`src/rtl/fp_accum_seq_pkg.sv`:
```
// fp_accum_seq shared types: FSM states, float32 constants and field widths.
// Optional watchdog build macro: FPACC_TIMEOUT_EN.
package fpacc_pkg;

  typedef enum logic [1:0] {
    S_IDLE,
    S_ISSUE,
    S_WAIT,
    S_OUT
  } state_t;

  localparam int SIGN_W = 1;
  localparam int EXP_W  = 8;
  localparam int MAN_W  = 23;
  localparam int FP_W   = SIGN_W + EXP_W + MAN_W;

  localparam logic [FP_W-1:0] FP_QNAN = 32'h7FC00000;
  localparam logic [FP_W-1:0] FP_ZERO = 32'h00000000;

endpackage

```
`src/rtl/fp_accum_seq_if.sv`:
```
// Operand stream in, packet sum out, and the side-channel to the fpadd unit.
// slave is the accumulator's view; master is the surrounding system's view.
interface fp_accum_seq_if
  import fpacc_pkg::*;
#(
    parameter int CNT_W = 16
);
  logic            in_valid;
  logic            in_ready;
  logic [FP_W-1:0] in_data;
  logic            in_last;

  logic             out_valid;
  logic             out_ready;
  logic [FP_W-1:0]  out_data;
  logic [CNT_W-1:0] out_count;
  logic             out_err;

  logic            add_start;
  logic [FP_W-1:0] add_a;
  logic [FP_W-1:0] add_b;
  logic [FP_W-1:0] add_sum;
  logic            add_done;

  modport slave (
    input  in_valid, in_data, in_last,
    output in_ready,
    output out_valid, out_data, out_count, out_err,
    input  out_ready,
    output add_start, add_a, add_b,
    input  add_sum, add_done
  );

  modport master (
    output in_valid, in_data, in_last,
    input  in_ready,
    input  out_valid, out_data, out_count, out_err,
    output out_ready,
    input  add_start, add_a, add_b,
    output add_sum, add_done
  );
endinterface

```
`src/rtl/fp_accum_seq.sv`:
```
// Packet accumulator sequencing an external multi-cycle fpadd unit.
// Define FPACC_TIMEOUT_EN to add a watchdog on the adder's done signal.
module fp_accum_seq
  import fpacc_pkg::*;
#(
    parameter int TIMEOUT_CYCLES = 300,
    parameter int CNT_W          = 16
) (
    input logic clk,
    input logic reset,
    fp_accum_seq_if.slave io
);

  state_t state, state_n;

  logic             first;
  logic [FP_W-1:0]  acc;
  logic [FP_W-1:0]  b_reg;
  logic             last_reg;
  logic [CNT_W-1:0] cnt;
  logic             armed;

  logic             xfer;
  logic             take;
  logic [FP_W-1:0]  res;
  logic             in_ready;
  logic             out_valid;
  logic             add_start;

  assign xfer = io.in_valid & in_ready;

`ifdef FPACC_TIMEOUT_EN
  logic [31:0] wd;
  logic        err;
  logic        tmo;

  assign tmo = (wd == 32'(TIMEOUT_CYCLES)) & ~io.add_done;
  assign take = (state == S_WAIT) & armed & (io.add_done | tmo);
  assign res = tmo ? FP_QNAN : io.add_sum;

  always_ff @(posedge clk) begin
    if (reset) begin
      wd  <= '0;
      err <= 1'b0;
    end else begin
      if (state == S_WAIT) wd <= wd + 32'd1;
      else                 wd <= '0;
      if (state == S_WAIT && armed && tmo) err <= 1'b1;
    end
  end

  assign io.out_err = err;
`else
  assign take = (state == S_WAIT) & armed & io.add_done;
  assign res = io.add_sum;
  assign io.out_err = 1'b0;
`endif

  always_comb begin
    state_n   = state;
    in_ready  = 1'b0;
    out_valid = 1'b0;
    add_start = 1'b0;
    unique case (state)
      S_IDLE: begin
        in_ready = 1'b1;
        if (xfer) begin
          if (first) state_n = io.in_last ? S_OUT : S_IDLE;
          else       state_n = S_ISSUE;
        end
      end
      S_ISSUE: begin
        add_start = 1'b1;
        state_n   = S_WAIT;
      end
      S_WAIT: begin
        if (take) state_n = last_reg ? S_OUT : S_IDLE;
      end
      S_OUT: begin
        out_valid = 1'b1;
        if (io.out_ready) state_n = S_IDLE;
      end
      default: state_n = S_IDLE;
    endcase
  end

  // armed masks the stale done level the adder still shows on the first wait cycle
  always_ff @(posedge clk) begin
    if (reset) begin
      state    <= S_IDLE;
      first    <= 1'b1;
      acc      <= FP_ZERO;
      b_reg    <= FP_ZERO;
      last_reg <= 1'b0;
      cnt      <= '0;
      armed    <= 1'b0;
    end else begin
      state <= state_n;
      if (xfer) begin
        if (first) begin
          acc   <= io.in_data;
          cnt   <= CNT_W'(1);
          first <= 1'b0;
        end else begin
          b_reg    <= io.in_data;
          last_reg <= io.in_last;
          cnt      <= (&cnt) ? cnt : cnt + CNT_W'(1);
        end
      end
      if (state == S_ISSUE)     armed <= 1'b0;
      else if (state == S_WAIT) armed <= 1'b1;
      if (take) acc <= res;
      if (state == S_OUT && io.out_ready) first <= 1'b1;
    end
  end

  assign io.in_ready  = in_ready;
  assign io.out_valid = out_valid;
  assign io.add_start = add_start;
  assign io.add_a     = acc;
  assign io.add_b     = b_reg;
  assign io.out_data  = out_valid ? acc : FP_ZERO;
  assign io.out_count = out_valid ? cnt : '0;

endmodule
```
`src/flat_wrapper.sv`:
```
// flat-port wrapper written by rule: the top's interface ports become plain ports
module fp_accum_seq_flat import fpacc_pkg::*;
#(
    parameter int TIMEOUT_CYCLES = 300,
    parameter int CNT_W          = 16
)
  (clk, reset, io_in_valid, io_in_data, io_in_last, io_in_ready, io_out_valid, io_out_data, io_out_count, io_out_err, io_out_ready, io_add_start, io_add_a, io_add_b, io_add_sum, io_add_done);
  fp_accum_seq_if #(.CNT_W(CNT_W)) io_i ();
  input logic clk;
  input logic reset;
  input wire logic [$bits(io_i.in_valid)-1:0] io_in_valid;
  input wire logic [$bits(io_i.in_data)-1:0] io_in_data;
  input wire logic [$bits(io_i.in_last)-1:0] io_in_last;
  output wire logic [$bits(io_i.in_ready)-1:0] io_in_ready;
  output wire logic [$bits(io_i.out_valid)-1:0] io_out_valid;
  output wire logic [$bits(io_i.out_data)-1:0] io_out_data;
  output wire logic [$bits(io_i.out_count)-1:0] io_out_count;
  output wire logic [$bits(io_i.out_err)-1:0] io_out_err;
  input wire logic [$bits(io_i.out_ready)-1:0] io_out_ready;
  output wire logic [$bits(io_i.add_start)-1:0] io_add_start;
  output wire logic [$bits(io_i.add_a)-1:0] io_add_a;
  output wire logic [$bits(io_i.add_b)-1:0] io_add_b;
  input wire logic [$bits(io_i.add_sum)-1:0] io_add_sum;
  input wire logic [$bits(io_i.add_done)-1:0] io_add_done;
  assign io_i.in_valid = io_in_valid;
  assign io_i.in_data = io_in_data;
  assign io_i.in_last = io_in_last;
  assign io_in_ready = io_i.in_ready;
  assign io_out_valid = io_i.out_valid;
  assign io_out_data = io_i.out_data;
  assign io_out_count = io_i.out_count;
  assign io_out_err = io_i.out_err;
  assign io_i.out_ready = io_out_ready;
  assign io_add_start = io_i.add_start;
  assign io_add_a = io_i.add_a;
  assign io_add_b = io_i.add_b;
  assign io_i.add_sum = io_add_sum;
  assign io_i.add_done = io_add_done;
  fp_accum_seq #(.TIMEOUT_CYCLES(TIMEOUT_CYCLES), .CNT_W(CNT_W)) u_core (.clk(clk), .reset(reset), .io(io_i));
endmodule
```
`config.mk`:
```
export PLATFORM = sky130hd
export DESIGN_NAME = fp_accum_seq_flat
export DESIGN_NICKNAME = d
export VERILOG_FILES = /design/src/rtl/fp_accum_seq_pkg.sv /design/src/rtl/fp_accum_seq_if.sv /design/src/rtl/fp_accum_seq.sv /design/src/flat_wrapper.sv
export SDC_FILE = /design/constraint.sdc
export NUM_CORES = 1
export LEC_CHECK = 0
export CAP_MARGIN = 40
export CORE_MARGIN = 2
export CORE_UTILIZATION = 42
export DETAILED_ROUTE_END_ITERATION = 10
export GPL_TIMING_DRIVEN = 1
export PLACE_DENSITY = 0.81
export SLEW_MARGIN = 5
export SYNTH_ARGS = -nofsm -noshare
export SYNTH_HDL_FRONTEND = slang
export SYNTH_SLANG_ARGS = --single-unit
```
`constraint.sdc`:
```
create_clock -name clk -period 2.4 [get_ports clk]
set_clock_uncertainty 0.1 [all_clocks]
set_input_delay 0.36 -clock clk [delete_from_list [all_inputs] [get_ports clk]]
set_output_delay 0.36 -clock clk [all_outputs]
set_load 0.03 [all_outputs]
```
Word level (Yosys, flattened, before mapping)
Cells that the tools add are included.
{"block": "op_classes", "n_addsub": 1, "eq_ne": 7, "mux": 17, "bitwise": 4, "n_reduce_logical": 11}
{"operator": "32-bit two-way mux", "count": 4}
{"operator": "16-bit two-way mux", "count": 3}
{"operator": "16-bit by 1-bit adder with 16-bit output, second input constant", "count": 1}
{"operator": "16-bit AND reduction", "count": 1}
{"operator": "2-bit two-way mux", "count": 6}
{"operator": "2-bit case mux with 4 select lines", "count": 1}
{"operator": "2-bit by 1-bit inequality test with 1-bit output, second input constant", "count": 3}
{"operator": "2-bit AND reduction", "count": 3}
{"operator": "2-bit equality test, second input constant", "count": 2}
{"operator": "2-bit nonzero test", "count": 2}
{"operator": "2-bit OR reduction", "count": 2}
{"operator": "1-bit AND", "count": 3}
{"operator": "1-bit two-way mux", "count": 3}
{"operator": "3-bit AND reduction", "count": 1}
{"operator": "2-bit by 1-bit equality test with 1-bit output, second input constant", "count": 1}
{"operator": "2-bit zero test", "count": 1}
{"operator": "2-bit inequality test, second input constant", "count": 1}
{"operator": "1-bit logical AND", "count": 1}
{"operator": "1-bit inverter", "count": 1}
{"block": "totals", "regBits": 85, "inputBits": 70, "output_inout_bits": 116}

Longest topological paths before layout
Gate-level depths: netlist of the first run.
{"block": "depth", "ltp_word": 5, "mapped_depth": 6, "depth_no_buf": 5}

Worst setup path after synthesis of the first run
No wires, ideal clock.
{"block": "synth_path", "kind": "register to register", "from": "register u_core.state[1]", "to": "register u_core.b_reg[5] (netlist: u_core.io.add_b[5])", "setup_time_ps": 72, "arrival_time_ps": 1649, "path_slack_ps": 579, "path_stages_with_launch": 7, "n_path_buf": 2, "synth_period_minus_slack_ps": 1821, "cell_sequence": "dfxtp_1 -> nor2_1 -> and3_1 -> clkbuf_1 -> clkbuf_1 -> nand2_1 -> a21oi_1"}
{"block": "synth_via", "elab_chain_len": 4}
{"element": "start: declaration", "line_no": "fp_accum_seq.sv:14", "source": "state_t state, state_n;"}
{"element": "start signal: assignment", "line_no": "fp_accum_seq.sv:98", "source": "state <= state_n;"}
{"element": "2-bit zero test", "line_no": "fp_accum_seq.sv:64", "source": "unique case (state)"}
{"element": "1-bit two-way mux", "line_no": "fp_accum_seq.sv:64"}
{"element": "named net io_in_ready", "line_no": "flat_wrapper.sv:14", "source": "output wire logic [$bits(io_i.in_ready)-1:0] io_in_ready;"}
{"element": "1-bit AND", "line_no": "fp_accum_seq.sv:30", "source": "assign xfer = io.in_valid & in_ready;"}
{"element": "2-bit AND reduction (no source line)"}
{"element": "end signal: assignment", "line_no": "fp_accum_seq.sv:105", "source": "b_reg <= io.in_data;"}
{"element": "end: declaration", "line_no": "fp_accum_seq.sv:18", "source": "logic [FP_W-1:0] b_reg;"}
The timed path passes the listed nets, and every way through them passes these cells.
A chain may end at the register's enable or synchronous reset.

Worst setup path after layout of the first run
{"block": "layout_path", "from": "register u_core.state[1]", "to": "output port io_out_valid"}
{"block": "layout_via", "elab_chain_len": 2}
{"element": "2-bit equality test", "line_no": "fp_accum_seq.sv:64"}
{"element": "1-bit two-way mux", "line_no": "fp_accum_seq.sv:64"}
{"element": "end: declaration", "line_no": "flat_wrapper.sv:15", "source": "output wire logic [$bits(io_i.out_valid)-1:0] io_out_valid;"}
Every way passes these cells.

==> flow_summary.json, run 1 <==
{
  "place.gp.congestion": 0.9132,
  "cts_tree": "yes",
  "ctsResizeCount": 0,
  "finalMaxSlewViolations": 0,
  "critPathKind": "reg2out",
  "syn_inst": 500,
  "rsz0062_at_grt": "no",
  "dr.pass1.iters": 5,
  "synth-simple-area-share_pct": 25.10,
  "min_to": "u_core.armed",
  "critPathMaxFanout": 42,
  "io_buffers": 184,
  "async_reset_ff_share_pct": 0,
  "peakVddDrop_uv": 385.4,
  "synth_fp_nets": 571,
  "timing.fmax_ghz": 0.4589,
  "ff2ff_setup_slack_ns": 0.30,
  "reg2reg_depth": 5,
  "setup_viol_count_final": 0,
  "clock_path_buffers": 2,
  "grt_overflow_total": 0,
  "synth_seq_cells": 85,
  "reg2reg_from": "u_core.state[0]",
  "synth_most_common_cell": "dfxtp_1",
  "ys.warnings.count": 0,
  "maxSlewHeadroom_pct": 44.54,
  "synth-edff-count": 0,
  "placed_area_sq_um": 6062,
  "core-area_sq_um": 9774,
  "synth_xor_xnor_area_share_pct": 0,
  "drc": 0,
  "holdPathStages": 2,
  "fillers": 835,
  "multi_input_area_sq_um": 2295,
  "hpwlAfterDp_um": 9877,
  "cts_buffers": 9,
  "synthMuxAreaShare_pct": 8.033,
  "yosys-top-cells-area": "dfxtp_1 40%, a211oi_2 8.3%, mux2i_1 8.0%",
  "pin_count": 186,
  "holdBufCountCts": 0,
  "drive_above_1_share_pct": 17.19,
  "ant_nets": 0,
  "synth_cell_types": 52,
  "end_kind": "output port",
  "yosysSeqAreaShare_pct": 40.17,
  "post-route-period-util_pct": 90.80,
  "holdWs_ns": 0.2279,
  "clk-insertion-delay-late_ns": 0.35,
  "rows": 36,
  "status": "complete, no violations",
  "synth_top_family_by_area": "simple AND/OR/NAND/NOR gates",
  "antenna_found_initial": 0,
  "layout-area-overhead-vs-synth_pct": 47.22,
  "yosys.area.top_type": "dfxtp_1",
  "chipHeight_um": 104.4,
  "regArea_sq_um": 1702,
  "synth_compound_area_share_pct": 20.64,
  "wl_um": 13610,
  "die_x_um": 104.4,
  "layout.nets": 741,
  "cts_sinks": 85,
  "clk_pin_slew_ns": 0.09,
  "p_per_area_nw_per_um2": 735.0,
  "vias_per_cell": 5.476,
  "track_usage_pct": 24.02,
  "first_iter_violations": 234,
  "worstPathArrival_ns": 1.72,
  "die_area_sq_um": 10910,
  "grt_pass1_wl_um": 21310,
  "grt_max_degree": 66,
  "initial_core_util_pct": 43.34,
  "fin_crit_ns": 2.179,
  "synth_fa_ha_area_share_pct": 0.2953,
  "ys.flop_type": "dfxtp_1",
  "wire_per_inst_um": 16.85,
  "maxCapViolCount": 0,
  "htreeDepth": 3,
  "yosys.area.top_type_share_pct": 40.17,
  "cellLeakagePower_nw": 2.682,
  "grt_pass1_vias": 4185,
  "r2r-end": "u_core.io.add_a[9]",
  "start_kind": "flip-flop",
  "root_buffer": "clkbuf_8",
  "stdcell_area_sq_um": 6237,
  "n_antenna_cell": 0,
  "hp-class": "in2reg",
  "syn_area_sq_um": 4237,
  "worstPathRequired_ns": 1.94,
  "tns_ns": 0,
  "synthTopCellsByCount": "85 x dfxtp_1, 76 x nand2_1, 53 x and3_1",
  "hold_viol": 0,
  "vias": 4425,
  "tightest_slew_ns": 0.8318,
  "avgSynthCellArea_sq_um": 8.473,
  "hp-start": "reset",
  "post-cts-setup-buffer-count": 0
}
==> how the worst max path moves through the flow <==
stage                         start            endpoint  slack [ns]  depth (start not counted)
floorplan           u_core.state[1]  u_core.io.add_b[5]        0.58                          6
global placement        io_in_valid       u_core.cnt[8]        0.10                          6
detailed placement      io_in_valid       u_core.cnt[8]        0.08                          6
CTS                 u_core.state[1]        io_out_valid        0.20                          3
global route        u_core.state[1]        io_out_valid        0.10                          3
finish              u_core.state[1]        io_out_valid        0.22                          3
==> final cells by class <==
class,count,share of cell area (%)
Clock buffer,10,2.046
Clock inverter,6,0.7623
Inverter,8,0.4814
Multi-Input combinational cell,363,36.79
Sequential cell,85,27.28
Tap cell,133,2.668
Timing Repair Buffer,203,29.97
==> stage by stage <==
step	worst slack [ns]	cells	utilization, %	total power [W]
after floorplan	0.5794	500	-	0.002933
after global placement	0.1036	792	62.02	0.003613
after detailed placement	0.07986	792	62.02	0.003670
after CTS	0.1986	808	63.81	0.004606
after global routing	0.1042	808	63.81	0.004799
final	0.2209	808	63.81	0.004585
==> critical path: stages, from the launching register on <==
cell,delay (ns)
dfxtp_1,0.53
buf_4,0.40
and2_1,0.25
buf_4,0.18
==> cell families after synthesis <==
group	Yosys count
mux	34
simple gates	216
fa+ha+maj	1
flops	85
other cells	1
buf+inv	52
compound gates	111
==> power breakdown <==
part	switching, W	internal [W]	total, W
clock	0.000552	0.000384	0.000936
sequential	0.000183	0.00161	0.00179
combinational	0.00111	0.000748	0.00186
total	0.00184	0.00274	0.00458
==> routing by layer <==
metal / vias to the layer above / track usage (%) / wire, um
met5: - / 0 / 0
met4: 0 / 10.23 / 430
met3: 31 / 4.323 / 993
met2: 202 / 39.73 / 6621
met1: 2078 / 30.63 / 5567
li1: 2114 / - / -
==> cell usage in the layout, fill, tap and decap left out, drive strengths merged, types with 2 or more instances in the layout <==
cell type	Yosys	routed
buf	14	70
mux2i	34	34
nand2b	4	4
clkinvlp	0	4
clkbuf	30	10
nand4	5	5
clkdlybuf4s50	0	133
o21a	2	2
and2	3	3
a211oi	33	33
o211ai	3	3
and4	3	3
nand2	76	76
nor2b	5	5
inv	8	10
nor3b	2	2
a21oi	44	44
nand3	9	9
a31oi	3	3
a221oi	3	3
dfxtp	85	85
a221o	2	2
o21ai	7	7
nor3	8	8
nor2	42	42
and3	53	53
Power figures use the tool's default switching activity.
==> run 2, diff against run 1 <==
- CORE_MARGIN: 2 -> not set
- CORE_UTILIZATION: 42 -> 40
- PLACE_DENSITY: 0.81 -> 0.78
==> flow_summary.json, run 2 (synthesized netlist as in run 1, its figures left out) <==
{
  "timing.fmax_ghz": 0.4450,
  "layout_common_cells": "133 x clkdlybuf4s50_1, 85 x dfxtp_1, 76 x nand2_1",
  "ff2ff_setup_slack_ns": 0.42,
  "layout-area-overhead-vs-synth_pct": 48.20,
  "cts_tree": "yes",
  "tns_ns": 0,
  "clock_path_buffers": 2,
  "fillers": 942,
  "power_w": 0.004716,
  "cts_buffers": 9,
  "hp-start": "reset",
  "drc": 0,
  "vias": 4355,
  "die_x_um": 104.9,
  "dr.pass1.iters": 4,
  "r2r-end": "u_core.cnt[14]",
  "critPathMaxFanout": 48,
  "final_cells": 810,
  "wire_per_inst_um": 16.66,
  "start_kind": "flip-flop",
  "ant_nets": 0,
  "post-route-period-util_pct": 93.63,
  "initial_core_util_pct": 41.22,
  "layout.nets": 740,
  "grt_pass1_vias": 4252,
  "pin_count": 186,
  "use_met1_pct": 29.72,
  "hold_viol": 0,
  "wl_um": 13490,
  "clk-insertion-delay-late_ns": 0.35,
  "track_usage_pct": 24.37,
  "grt_busiest_layer": "met2",
  "placed_cells": 794,
  "fin_crit_ns": 2.247,
  "n_antenna_cell": 0,
  "holdPathStages": 2,
  "met2_usage_pct": 42.24,
  "chipHeight_um": 104.9,
  "grt_pass1_wl_um": 21440,
  "first_iter_violations": 197,
  "reg2reg_from": "u_core.cnt[0]",
  "place.gp.congestion": 0.8814,
  "maxSlewHeadroom_pct": 44.74,
  "io_buffers": 184,
  "grt_util_met3_pct": 4.741,
  "htreeDepth": 3,
  "finalMaxSlewViolations": 0,
  "setup_viol_count_final": 0,
  "vias_per_cell": 5.377,
  "worstPathArrival_ns": 1.79,
  "final_common_cell": "clkdlybuf4s50_1",
  "tightest_slew_ns": 0.8288,
  "antenna_found_initial": 0,
  "holdBufCountCts": 0,
  "core-area_sq_um": 10280,
  "min_to": "u_core.io.add_b[1]",
  "maxCapViolCount": 0,
  "clk_pin_slew_ns": 0.09,
  "end_kind": "output port",
  "rows": 37,
  "worstPathRequired_ns": 1.94,
  "die_area_sq_um": 11010,
  "drive_above_1_share_pct": 17.06,
  "rsz0062_at_grt": "no",
  "cellLeakagePower_nw": 2.712,
  "status": "complete, no violations",
  "hp-class": "in2reg",
  "cts_sinks": 85,
  "grt_overflow_total": 0,
  "root_buffer": "clkbuf_8",
  "hpwlAfterDp_um": 9958,
  "critPathKind": "reg2out",
  "grt_max_degree": 64,
  "peakVddDrop_uv": 404.5,
  "reg2reg_depth": 5,
  "p_per_area_nw_per_um2": 751.1
}
run 2: layout make-up:
| cell class | count | area [sq um] | area share [%] |
|---|---|---|---|
| clock inverters | 6 | 76.32 | 1.216 |
| inverters | 8 | 30.03 | 0.4783 |
| repair buffers | 202 | 1878 | 29.91 |
| flip-flops and latches | 85 | 1702 | 27.10 |
| clock buffers | 10 | 127.6 | 2.033 |
| well taps | 136 | 170.2 | 2.710 |
| multi-input cells | 363 | 2295 | 36.55 |
run 2: through the flow:
step | hold slack, ns | area (sq um) | worst slack (ns) | util [%]
detailed placement | 0.3491 | 6071 | 0.07063 | 59.07
global placement | 0.3425 | 6071 | 0.1260 | 59.07
floorplan | 0.3496 | 4237 | 0.5794 | -
global route | 0.2194 | 6279 | 0.01015 | 61.09
finish | 0.2147 | 6279 | 0.1528 | 61.09
CTS | 0.2051 | 6275 | 0.01806 | 61.05
run 2: worst max path at each step:
stage                          from                  end  slack [ns]  depth (start not counted)
floorplan           u_core.state[1]   u_core.io.add_b[5]        0.58                          6
global placement        io_in_valid        u_core.cnt[8]        0.13                          6
detailed placement      io_in_valid  u_core.io.add_a[28]        0.07                          6
CTS                 u_core.state[0]         io_add_start        0.02                          3
global route        u_core.state[0]         io_add_start        0.01                          3
finish              u_core.state[0]         io_add_start        0.15                          3
run 2: where the power goes:
group          total, W  switching (W)  internal (W)
registers       0.00180       0.000196       0.00161
clock network   0.00106       0.000562      0.000502
logic           0.00185        0.00109      0.000754
total           0.00472        0.00185       0.00286
run 2: repair_timing:
| action | in CTS | in global routing |
|---|---|---|
| endpoints found under the setup margin | 0 | 4 |
| hold endpoints to repair | 0 | 0 |
| buffers inserted | 0 | 0 |
| resized for setup | 0 | 1 |
run 2: metal layers:
metal	share of wire [%]	wire, um
met1	42	5687
met2	50	6696
met3	6.0	804
met4	2.3	306
met5	0	0
run 2: critical path, stage by stage (launching register included):
cell and delay, ns:
dfxtp_1 0.63, buf_6 0.33, nor2b_1 0.25, buf_4 0.20
==> run 3, diff against run 2 <==
- CORE_UTILIZATION: 40 -> 57
- DONT_BUFFER_PORTS: not set -> 1
- PLACE_DENSITY: 0.78 -> 0.76
- clock period: 2.4 -> 2.05 ns (I/O delays scaled with it)
==> flow_summary.json, run 3 (synthesized netlist as in run 1, its figures left out) <==
{
  "timing.fmax_ghz": 0.5060,
  "status": "finished with violations",
  "tns_ns": 0,
  "fin_ws_ns": 0.07386,
  "placed_cells": 627,
  "grt_pass1_vias": 3516,
  "start_kind": "flip-flop",
  "layout_common_cells": "85 x dfxtp_1, 76 x nand2_1, 69 x buf_4",
  "chipHeight_um": 88.21,
  "crit_start": "u_core.state[0]",
  "ff2ff_setup_slack_ns": 0.07,
  "setup_viol_count_final": 0,
  "wire_per_inst_um": 17.95,
  "initial_core_util_pct": 58.72,
  "track_usage_pct": 29.12,
  "final_cells": 645,
  "htreeDepth": 3,
  "antenna_found_initial": 0,
  "vias": 3914,
  "critPathMaxFanout": 18,
  "cellLeakagePower_nw": 2.231,
  "endpoint": "u_core.state[1]",
  "clock_path_buffers": 2,
  "io_buffers": 0,
  "layout-area-overhead-vs-synth_pct": 16.39,
  "finalMaxSlewViolations": 0,
  "core-area_sq_um": 7214,
  "hp-class": "in2reg",
  "grt_pass1_wl_um": 17440,
  "p_per_area_nw_per_um2": 985.8,
  "worstPathRequired_ns": 2.19,
  "reg2reg_depth": 6,
  "multi_input_area_sq_um": 2303,
  "grt_overflow_total": 0,
  "cts_tree": "yes",
  "wl_um": 11580,
  "post-route-util_pct": 68.35,
  "peakVddDrop_uv": 573.2,
  "hpwlAfterDp_um": 8054,
  "drive_above_1_share_pct": 21.98,
  "fillers": 572,
  "violations": "negative hold slack",
  "end_kind": "flip-flop",
  "post-route-period-util_pct": 96.40,
  "first_iter_violations": 250,
  "ant_nets": 0,
  "fin_crit_ns": 1.976,
  "root_buffer": "clkbuf_8",
  "hold_viol": 71,
  "drc": 0,
  "critPathKind": "reg2reg",
  "grt_max_degree": 81,
  "regArea_sq_um": 1702,
  "pin_count": 186,
  "n_antenna_cell": 0,
  "maxCapViolCount": 0,
  "vias_per_cell": 6.068,
  "cts_sinks": 85,
  "rsz0062_at_grt": "no",
  "die_area_sq_um": 7781,
  "dr.pass1.iters": 5,
  "post-place-ws_ns": 0.1780,
  "clk_pin_slew_ns": 0.08,
  "clk-insertion-delay-late_ns": 0.36,
  "place.gp.congestion": 0.9206,
  "reg2reg_from": "u_core.state[0]",
  "holdWs_ns": -0.07006,
  "die_x_um": 88.21,
  "r2r-end": "u_core.state[1]",
  "worstPathArrival_ns": 2.12,
  "rows": 31,
  "cts_buffers": 9,
  "final_common_cell": "dfxtp_1",
  "holdBufCountCts": 2,
  "layout.nets": 612
}
[run 3: worst max-delay path, cell delays in order, from the launching register on]
cell and delay, ns:
dfxtp_1 0.42, buf_4 0.26, nand3b_1 0.19, a31oi_1 0.11, a32oi_1 0.16, nor2_1 0.06, dlygate4sd3_1 0.56
[run 3: how the worst min path moves through the flow]
stage	from	to	cells past startpoint
2_1_floorplan	io_in_last	u_core.last_reg	2
3_3_place_gp	reset	u_core.armed	1
3_5_place_dp	reset	u_core.io.add_a[27]	1
4_1_cts	reset	u_core.io.add_a[25]	1
5_1_grt	reset	u_core.io.add_a[6]	1
6_report	reset	u_core.cnt[0]	1
[run 3: area by class of cell]
type	instances	area share [%]
inverter	8	0.6090
sequential	85	34.51
multi-input combinational	363	46.71
clock inverter	7	1.015
tap	99	2.512
clock buffer	9	2.512
timing repair buffer	74	12.13
[run 3: through the flow]
stage | power [W] | cell area, sq um | hold WS (ns)
2_1_floorplan | 0.003434 | 4237 | 0.3435
5_1_grt | 0.005086 | 4931 | -0.1071
6_report | 0.004861 | 4931 | -0.07006
3_3_place_gp | 0.003716 | 4728 | 0.2892
4_1_cts | 0.004869 | 4922 | -0.09600
3_5_place_dp | 0.003778 | 4728 | 0.2843
[run 3: power by group]
| group | internal (W) | leakage [nW] | switching (W) |
|---|---|---|---|
| registers | 0.00188 | 0.694 | 0.000580 |
| logic | 0.000508 | 1.45 | 0.000814 |
| clock network | 0.000444 | 0.0820 | 0.000634 |
| total | 0.00283 | 2.23 | 0.00203 |
[run 3: repair_timing]
action / 4_1_cts / 5_1_grt
endpoints found under the setup margin: 0 / 3
gates resized for setup: 0 / 2
endpoints found under the hold margin: 75 / 73
setup buffers: 0 / 0
[run 3: per-layer routing]
| metal | part of all wire, % | vias up | track usage [%] | routed length [um] |
|---|---|---|---|---|
| li1 | - | 1860 | - | - |
| met1 | 41 | 1837 | 36.76 | 4705 |
| met2 | 49 | 202 | 48.81 | 5725 |
| met3 | 8.6 | 15 | 6.996 | 999 |
| met4 | 1.3 | 0 | 9.971 | 148 |
| met5 | 0 | - | 0 | 0 |
==> edit (settings of run 3) <==
Put a register stage on the output `io.out_count`. The value now appears one clock later.
--- a/src/rtl/fp_accum_seq.sv
+++ b/src/rtl/fp_accum_seq.sv
@@ -122,3 +122,5 @@
   assign io.out_data  = out_valid ? acc : FP_ZERO;
-  assign io.out_count = out_valid ? cnt : '0;
+  always_ff @(posedge clk) begin
+    io.out_count <= out_valid ? cnt : '0;
+  end
 
Function: changed (a bounded check fails within 4 cycles, from zero or initial values and one cycle with reset high).
==> edit against run 3 <==
The run still ends with hold timing left. Highest routed layer unchanged. First-iteration DRC count shrank 0.40%. Routed wire length grew 1.8%. Cell count grew 0.62%. Core utilization shrank 0.75 points. Count of clock-buffer cells in the layout grew 3. Global-route usage shrank 0.84 points. Worst setup slack lost 31 ps. Area after synthesis grew 7.6%. Cell area grew 5.9%. Sequential cell count grew 16. Sequential share of layout area grew 4.2 points. Largest cell class unchanged.
Power is not compared: it rests on default switching activity, and its combinational part moved more than twofold at a synthesized area within 25%.
==> edit: results (changes against run 3) <==
[yosys]
synth.avg_cell_area_um2=8.970  ; +5.9%
synth_compound_area_frac=0.1881  ; -0.01835
synth_seq_area_share=0.4437  ; +0.04206
muxShareOfSynthArea=0.07249  ; -0.007843
syn_nets=579  ; +1.4%
synth_commonest_cells=dfxtp_1 (101), nand2_1 (75), and3_1 (50), nor2_1 (49), a21oi_1 (39)

[layout]
drive_gt1_frac=0.2176  ; -0.002230
n_fill_cell=637  ; +11%

[run_status]
violations=hold timing
status=complete, but fails checks

[grt]
grt_usage=0.2828  ; -0.008358
grt_max_degree=85  ; +4.9%
grt_pass1_vias=3903  ; +11%
grt_pass1_wl_um=19020  ; +9.1%
use_met3=0.06700  ; -0.002961
grt_use_met2=0.4737  ; -0.01443
met1_usage=0.3413  ; -0.02621

[sta]
finalHoldViolCount=72  ; +1.4%
hold-worst-slack_ps=-82.62  ; -12.56 ps

[placement]
dp.cells=629  ; +0.32%
dp_hpwl_um=8271  ; +2.7%
place_congestion=0.9134  ; -0.78%

[detailed_routing]
wl_met2_um=5705  ; -0.35%
vias=3975  ; +1.6%
drt_iter0_drc=249  ; -0.40%

[worst_setup_path]
reg2reg_setup_slack_ps=40  ; -30 ps
worstPathMaxFanout=9  ; -9

[clock_network]
cts-hold-fix-buffers=4  ; +2

-- edit: changes by cell type after synthesis, sizes merged, moves of 4 or more --
cell and delta:
a21oi -5, buf +7, clkbuf -7, dfxtp +16
nand2b -4, nor2 +8, nor2b -5, nor4 +8
-- edit: worst paths after layout --
path              cells after the start                          from                           end
setup / recovery                      4  u_core.state[1]$_SDFFE_PP0P_     u_core.first$_SDFFE_PP1P_
setup reg to reg                      4  u_core.state[1]$_SDFFE_PP0P_     u_core.first$_SDFFE_PP1P_
hold reg to reg                       2    u_core.cnt[1]$_SDFFE_PP0P_    u_core.cnt[1]$_SDFFE_PP0P_
hold / removal                        1                         reset  u_core.last_reg$_SDFFE_PP0P_
-- edit: repair_timing --
action,CTS,global route
hold endpoints to repair,78,75
buffers inserted,0,0
endpoints found under the setup margin,0,4
gates resized for setup,0,5
-- edit: final cells by class --
type	instances	area, um^2	share of cell area
clock buffers	12	145.1	0.02778
clock inverters	4	33.78	0.006467
flip-flops and latches	101	2023	0.3873
inverters	7	26.28	0.005030
multi-input cells	356	2297	0.4398
repair buffers	67	570.5	0.1092
well taps	102	127.6	0.02443
-- edit: per-stage QoR --
stage                     instance area [um^2]  hold slack [ps]  power [W]  setup slack, ps
after floorplan                           4557            343.5   0.002847            195.4
after global placement                    4991            280.8   0.002962            269.0
after detailed placement                  4991            279.7   0.002988            151.2
after CTS                                 5210           -106.2   0.004126            38.65
after global routing                      5224           -109.5   0.004285            27.09
final                                     5224           -82.62   0.004119            43.01
-- edit: report_power, final --
group	switching [W]	internal [W]	total (W)	leakage, nW
registers	0.000284	0.00208	0.00236	0.824
logic	0.000359	0.000241	0.000600	1.39
clock network	0.000676	0.000483	0.00116	0.0868
total	0.00132	0.00280	0.00412	2.30
